--- src/rtl/dm_store_buffer.sv ---
// dm_store_buffer: word-store buffer between the MEM stage and the data memory.
// It accepts stores into a circular queue and drains them one per cycle in
// program order. Loads are forwarded from the youngest matching entry, and they
// take priority over drains on the shared memory address port.
// Optional macro STBUF_TRACE_EN prints drain commits and dropped stores.
module dm_store_buffer #(
    parameter int unsigned DEPTH = 4,
    parameter int unsigned PTR_W = $clog2(DEPTH)
) (
    input  logic             clk,
    input  logic             reset,
    input  logic             st_valid,
    input  logic [31:0]      st_addr,
    input  logic [31:0]      st_data,
    input  logic [31:0]      st_pc,
    output logic             st_ready,
    input  logic             ld_valid,
    input  logic [31:0]      ld_addr,
    output logic [31:0]      ld_data,
    output logic             ld_hit,
    output logic             dm_MemWrite,
    output logic [31:0]      dm_addr,
    output logic [31:0]      dm_writeData,
    output logic [31:0]      dm_PC,
    input  logic [31:0]      dm_readData,
    output logic [PTR_W:0]   count,
    output logic             empty
);

    localparam int unsigned CNT_W  = PTR_W + 1;
    localparam int unsigned WADR_W = 30;

    // Entry storage; contents are qualified by valid_q, so no reset is needed
    logic [WADR_W-1:0] addr_q [DEPTH];
    logic [31:0]       data_q [DEPTH];
    logic [31:0]       pc_q   [DEPTH];

    logic [DEPTH-1:0]  valid_q, valid_d;
    logic [PTR_W-1:0]  wr_ptr_q, wr_ptr_d;
    logic [PTR_W-1:0]  rd_ptr_q, rd_ptr_d;
    logic [CNT_W-1:0]  count_q, count_d;

    logic              push;
    logic              drain;
    logic              ld_mem;
    logic              fwd_hit;
    logic [31:0]       fwd_data;

    // Store byte-offset bits never reach the buffer
    logic              unused_st_lsb;
    assign unused_st_lsb = ^st_addr[1:0];

    assign st_ready = (count_q < CNT_W'(DEPTH));
    assign empty    = (count_q == '0);
    assign count    = count_q;
    assign push     = st_valid & st_ready;

    // Youngest-match search: walk oldest to youngest so the last match wins
    always_comb begin
        logic [PTR_W-1:0] idx;
        fwd_hit  = 1'b0;
        fwd_data = '0;
        idx      = '0;
        for (int k = 0; k < DEPTH; k++) begin
            idx = rd_ptr_q + PTR_W'(k);
            if ((CNT_W'(k) < count_q) && valid_q[idx] &&
                (addr_q[idx] == ld_addr[31:2])) begin
                fwd_hit  = 1'b1;
                fwd_data = data_q[idx];
            end
        end
    end

    // Load result and memory-port arbitration; a missing load owns the port
    always_comb begin
        ld_hit       = 1'b0;
        ld_data      = '0;
        dm_MemWrite  = 1'b0;
        dm_addr      = '0;
        dm_writeData = '0;
        dm_PC        = '0;
        ld_mem       = ld_valid & ~fwd_hit;
        drain        = (count_q != '0) & ~ld_mem;
        if (ld_valid) begin
            ld_hit  = fwd_hit;
            ld_data = fwd_hit ? fwd_data : dm_readData;
        end
        if (drain) begin
            dm_MemWrite  = 1'b1;
            dm_addr      = {addr_q[rd_ptr_q], 2'b00};
            dm_writeData = data_q[rd_ptr_q];
            dm_PC        = pc_q[rd_ptr_q];
        end else if (ld_mem) begin
            dm_addr      = ld_addr;
        end
    end

    // Next-state for pointers, occupancy and valid bits
    always_comb begin
        wr_ptr_d = wr_ptr_q;
        rd_ptr_d = rd_ptr_q;
        count_d  = count_q;
        valid_d  = valid_q;
        if (drain) begin
            rd_ptr_d          = rd_ptr_q + PTR_W'(1);
            valid_d[rd_ptr_q] = 1'b0;
        end
        if (push) begin
            wr_ptr_d          = wr_ptr_q + PTR_W'(1);
            valid_d[wr_ptr_q] = 1'b1;
        end
        case ({push, drain})
            2'b10:   count_d = count_q + CNT_W'(1);
            2'b01:   count_d = count_q - CNT_W'(1);
            default: count_d = count_q;
        endcase
    end

    // Control state registers, cleared asynchronously
    always_ff @(posedge clk or negedge reset) begin
        if (!reset) begin
            wr_ptr_q <= '0;
            rd_ptr_q <= '0;
            count_q  <= '0;
            valid_q  <= '0;
        end else begin
            wr_ptr_q <= wr_ptr_d;
            rd_ptr_q <= rd_ptr_d;
            count_q  <= count_d;
            valid_q  <= valid_d;
        end
    end

    // Entry payload capture on an accepted store
    always_ff @(posedge clk) begin
        if (push) begin
            addr_q[wr_ptr_q] <= st_addr[31:2];
            data_q[wr_ptr_q] <= st_data;
            pc_q[wr_ptr_q]   <= st_pc;
        end
    end

`ifdef STBUF_TRACE_EN
    // Commit and drop trace at the clock edge
    always @(posedge clk) begin
        if (reset) begin
            if (drain)
                $display("@%h: *%h <= %h", dm_PC, dm_addr, dm_writeData);
            if (st_valid && !st_ready)
                $display("STBUF: drop @%h", st_pc);
        end
    end
`else
    // Trace disabled: no simulation output
`endif

endmodule

--- config.mk ---
export PLATFORM = sky130hd
export DESIGN_NAME = dm_store_buffer
export DESIGN_NICKNAME = d
export VERILOG_FILES = /design/src/rtl/dm_store_buffer.sv
export SDC_FILE = /design/constraint.sdc
export NUM_CORES = 1
export LEC_CHECK = 0
export CAP_MARGIN = 30
export CORE_MARGIN = 2
export CORE_UTILIZATION = 35
export DETAILED_ROUTE_END_ITERATION = 10
export SKIP_CTS_REPAIR_TIMING = 1
export SLEW_MARGIN = 40
export SYNTH_ARGS = -nofsm -noshare
export SYNTH_HDL_FRONTEND = slang
export SYNTH_SLANG_ARGS = --single-unit
--- constraint.sdc ---
create_clock -name clk -period 9.65 [get_ports clk]
set_clock_uncertainty 0.05 [all_clocks]
set_input_delay 0.965 -clock clk [delete_from_list [all_inputs] [get_ports clk]]
set_output_delay 0.965 -clock clk [all_outputs]
set_load 0.02 [all_outputs]
==> results.yml <==
logic_synthesis:
  synth-edff-count: 376
  syn-cell-area_um2: 22700
  yosys_warnings: 0
  yosys_most_used_dff: "edfxtp_1"
  seq_area_frac_synth_pct: 51.0
  synthCells: 1359
  async_reset_ff_share_pct: 2.84
  avgSynthCellArea_um2: 16.7
  synthDistinctLibCells: 43
  synthesis.nets: 1536
  synth-seq-cells: 387
layout:
  nets: 1773
  syn2layout_area_growth_pct: 22.7
  drive_gt1_share_pct: 23.5
  final_util_pct: 43.3
pwr:
  leakage_nw: 8.91
  power.density_nw_per_um2: 298
  vdd_drop_max_mv: 0.333
die:
  ios: 299
  start_util_pct: 35.3
  dieArea_um2: 66800
  core_um2: 64200
  dieWidth_um: 258
  die_h_um: 258
  row_count: 93
sta:
  finalSetupTns_ns: 0
  fmax_mhz: 136
  tightest_slew_ns: 0.811
  relSlewSlack_pct: 45.9
  post-route-period-util_pct: 76.1
  period_needed_ns: 7.34
  setup_viol: 0
  rsz0062_at_grt: "no"
  hold_violations: 0
  drv_slew: 0
worst_setup_path:
  critPathKind: "register to primary output"
  critPathMostFrequentCell: "buf_4"
  critical_path_arrival_ns: 6.33
  worstPathRequired_ns: 8.64
  critPathLaunchType: "register"
  worst_path_max_delay_cell: "ha_4"
  cpLargestDelayFamily: "buffers and inverters"
  max_stage_delay_ns: 0.81
  crit_chain: "inv_1 -> ha_4 -> buf_4 -> mux4_2 -> xnor2_1 -> and4_1 -> nand4_1 -> or4_1 -> nand4_4 -> buf_4 -> o221ai_1 -> o2bb2ai_1 -> clkdlybuf4s50_1"
  path_buf_inv: 4
  critPathMaxFanout: 49
  end_kind: "primary output"
clocking:
  cts.sinks: 387
  worstSkewPairLatency_ns: 0.58
  cts_made_buffers: 45
  clkSlewWorstSetupHoldPaths_ns: 0.06
  cts.path.max_buffers: 3
  clock-root-buffer: "clkbuf_16"
  cts_tree: "done"
  cts_max_level: 2
routing:
  ant_nets: 0
  drtPass1Iterations: 5
  wl_mm: 64.8
  wl_per_cell_um: 26.0
  drt_iter0_markers: 1259
  drc: 0
  vias: 14400
  vias_per_cell: 5.78
grt:
  grt_first_pass_wirelength_mm: 96.3
  antenna_found_initial: 9
  first_global_vias: 14700
  grt_overflow: 0
  grt_max_degree: 79
  grt_use_total_pct: 19.2
job:
  cap_violations: 0
place:
  dp_hpwl_mm: 41.8
  finalWeightedCongestion: 0.883
  portBuffers: 296
worst_hold_path:
  hp-class: "register to register"
run_status:
  status: "finished clean"
## stage by stage
stage | cell area (um2) | instances | power, W | hold slack (ns) | setup WS, ns
6_report | 27800 | 2491 | 0.00829 | 0.530 | 2.31
5_1_grt | 27800 | 2491 | 0.00874 | 0.557 | 2.03
4_1_cts | 27800 | 2486 | 0.00840 | 0.529 | 2.24
3_5_place_dp | 26400 | 2404 | 0.00677 | 0.514 | 2.93
3_3_place_gp | 26300 | 2402 | 0.00671 | 0.508 | 2.73
2_1_floorplan | 22700 | 1359 | 0.00549 | 0.477 | 2.65
## synthesized netlist by cell type, types with 13 or more instances
cell type	n	area [um2]
nor2b_1	35	219
mux4_2	280	6310
nand4_1	38	238
a211oi_1	34	255
mux2i_1	43	430
o221ai_1	32	280
ha_1	13	163
edfxtp_1	376	11300
buf_2	23	115
nor3b_1	28	210
o2bb2ai_1	32	280
and3_1	32	200
xnor2_1	130	1140
inv_1	40	150
nand2_1	37	139
clkbuf_1	89	334
## kinds of logic (layout without fill, tap and decap cells)
group	after synthesis	after routing	share of synthesized area (%)
AO/OA/AOI/OAI	115	115	4.35
buffers and inverters	177	449	3.42
adder cells (fa/ha/maj)	13	13	0.718
XOR/XNOR	130	130	5.02
flip-flops	387	387	51.0
multiplexers	324	324	29.8
other	0	5	0
AND/OR/NAND/NOR	213	213	5.69
## routing by layer
metal  part of all wire (%)  track usage, %
met1                     39            24.1
met3                    7.3            4.63
met4                    3.0            6.89
met5                  0.079               0
met2                     51            32.4
## path summary, 6_finish.rpt
path / start / endpoint / slack, ns / depth (start not counted)
worst max-delay path: rd_ptr_q[1] / ld_data[26] / 2.31 / 13
worst min-delay path: valid_q[2] / valid_q[2] / 0.53 / 1
worst max register to register: rd_ptr_q[1] / count[2] / 4.03 / 17
worst min register to register: valid_q[2] / valid_q[2] / 0.53 / 1
max in group asynchronous: reset / rd_ptr_q[0] / 8.36 / 1
min in group asynchronous: reset / rd_ptr_q[1] / 0.72 / 1
## registers in the layout, indices dropped and copies added, names as in the netlist
signal,flops
rd_ptr_q,2
pc_q,128
data_q,128
wr_ptr_q,2
count,3
valid_q,4
addr_q,120
## worst register-to-register path, delay by kind of cell, from the launching register on
family,cells,cell delay [ns]
buf+inv,6,1.82
fa+ha+maj,2,1.01
simple gates,4,0.76
flops,1,0.72
mux,2,0.59
xor+xnor,2,0.40
compound gates,1,0.17
## cells in the final DEF, fill, tap and decap left out, types with 5 or more instances in the layout
master | synthesis | layout
nor2_1 | 5 | 5
nor3b_1 | 28 | 28
clkdlybuf4s50_1 | 0 | 296
nand2_1 | 37 | 37
buf_4 | 8 | 16
a211oi_1 | 34 | 34
o221ai_1 | 32 | 32
nor2b_1 | 35 | 35
o2bb2ai_1 | 32 | 32
inv_1 | 40 | 40
edfxtp_1 | 376 | 376
nor4_1 | 8 | 7
nand4_1 | 38 | 38
clkinv_2 | 0 | 5
dfrtp_1 | 11 | 9
and3_1 | 32 | 32
mux2i_1 | 43 | 43
clkinv_1 | 0 | 13
xnor2_1 | 130 | 130
diode_2 | 0 | 5
clkbuf_16 | 0 | 45
ha_1 | 13 | 12
buf_6 | 7 | 9
nand3_1 | 8 | 8
clkbuf_1 | 89 | 11
mux4_2 | 280 | 280
## power by group
part	switching (W)	internal, W
logic	0.00222	0.00219
clock network	0.000680	0.000915
registers	0.000169	0.00211
## area by class of cell
cell class,instances,area (um2)
Antenna cell,5,12.5
Inverter,42,158
Multi-Input combinational cell,795,10400
Timing Repair Buffer,325,3270
Tap cell,855,1070
Fill cell,5712,36400
Clock buffer,56,1170
Clock inverter,26,198
Sequential cell,387,11600
No activity file was read; power rests on OpenSTA's default activity.
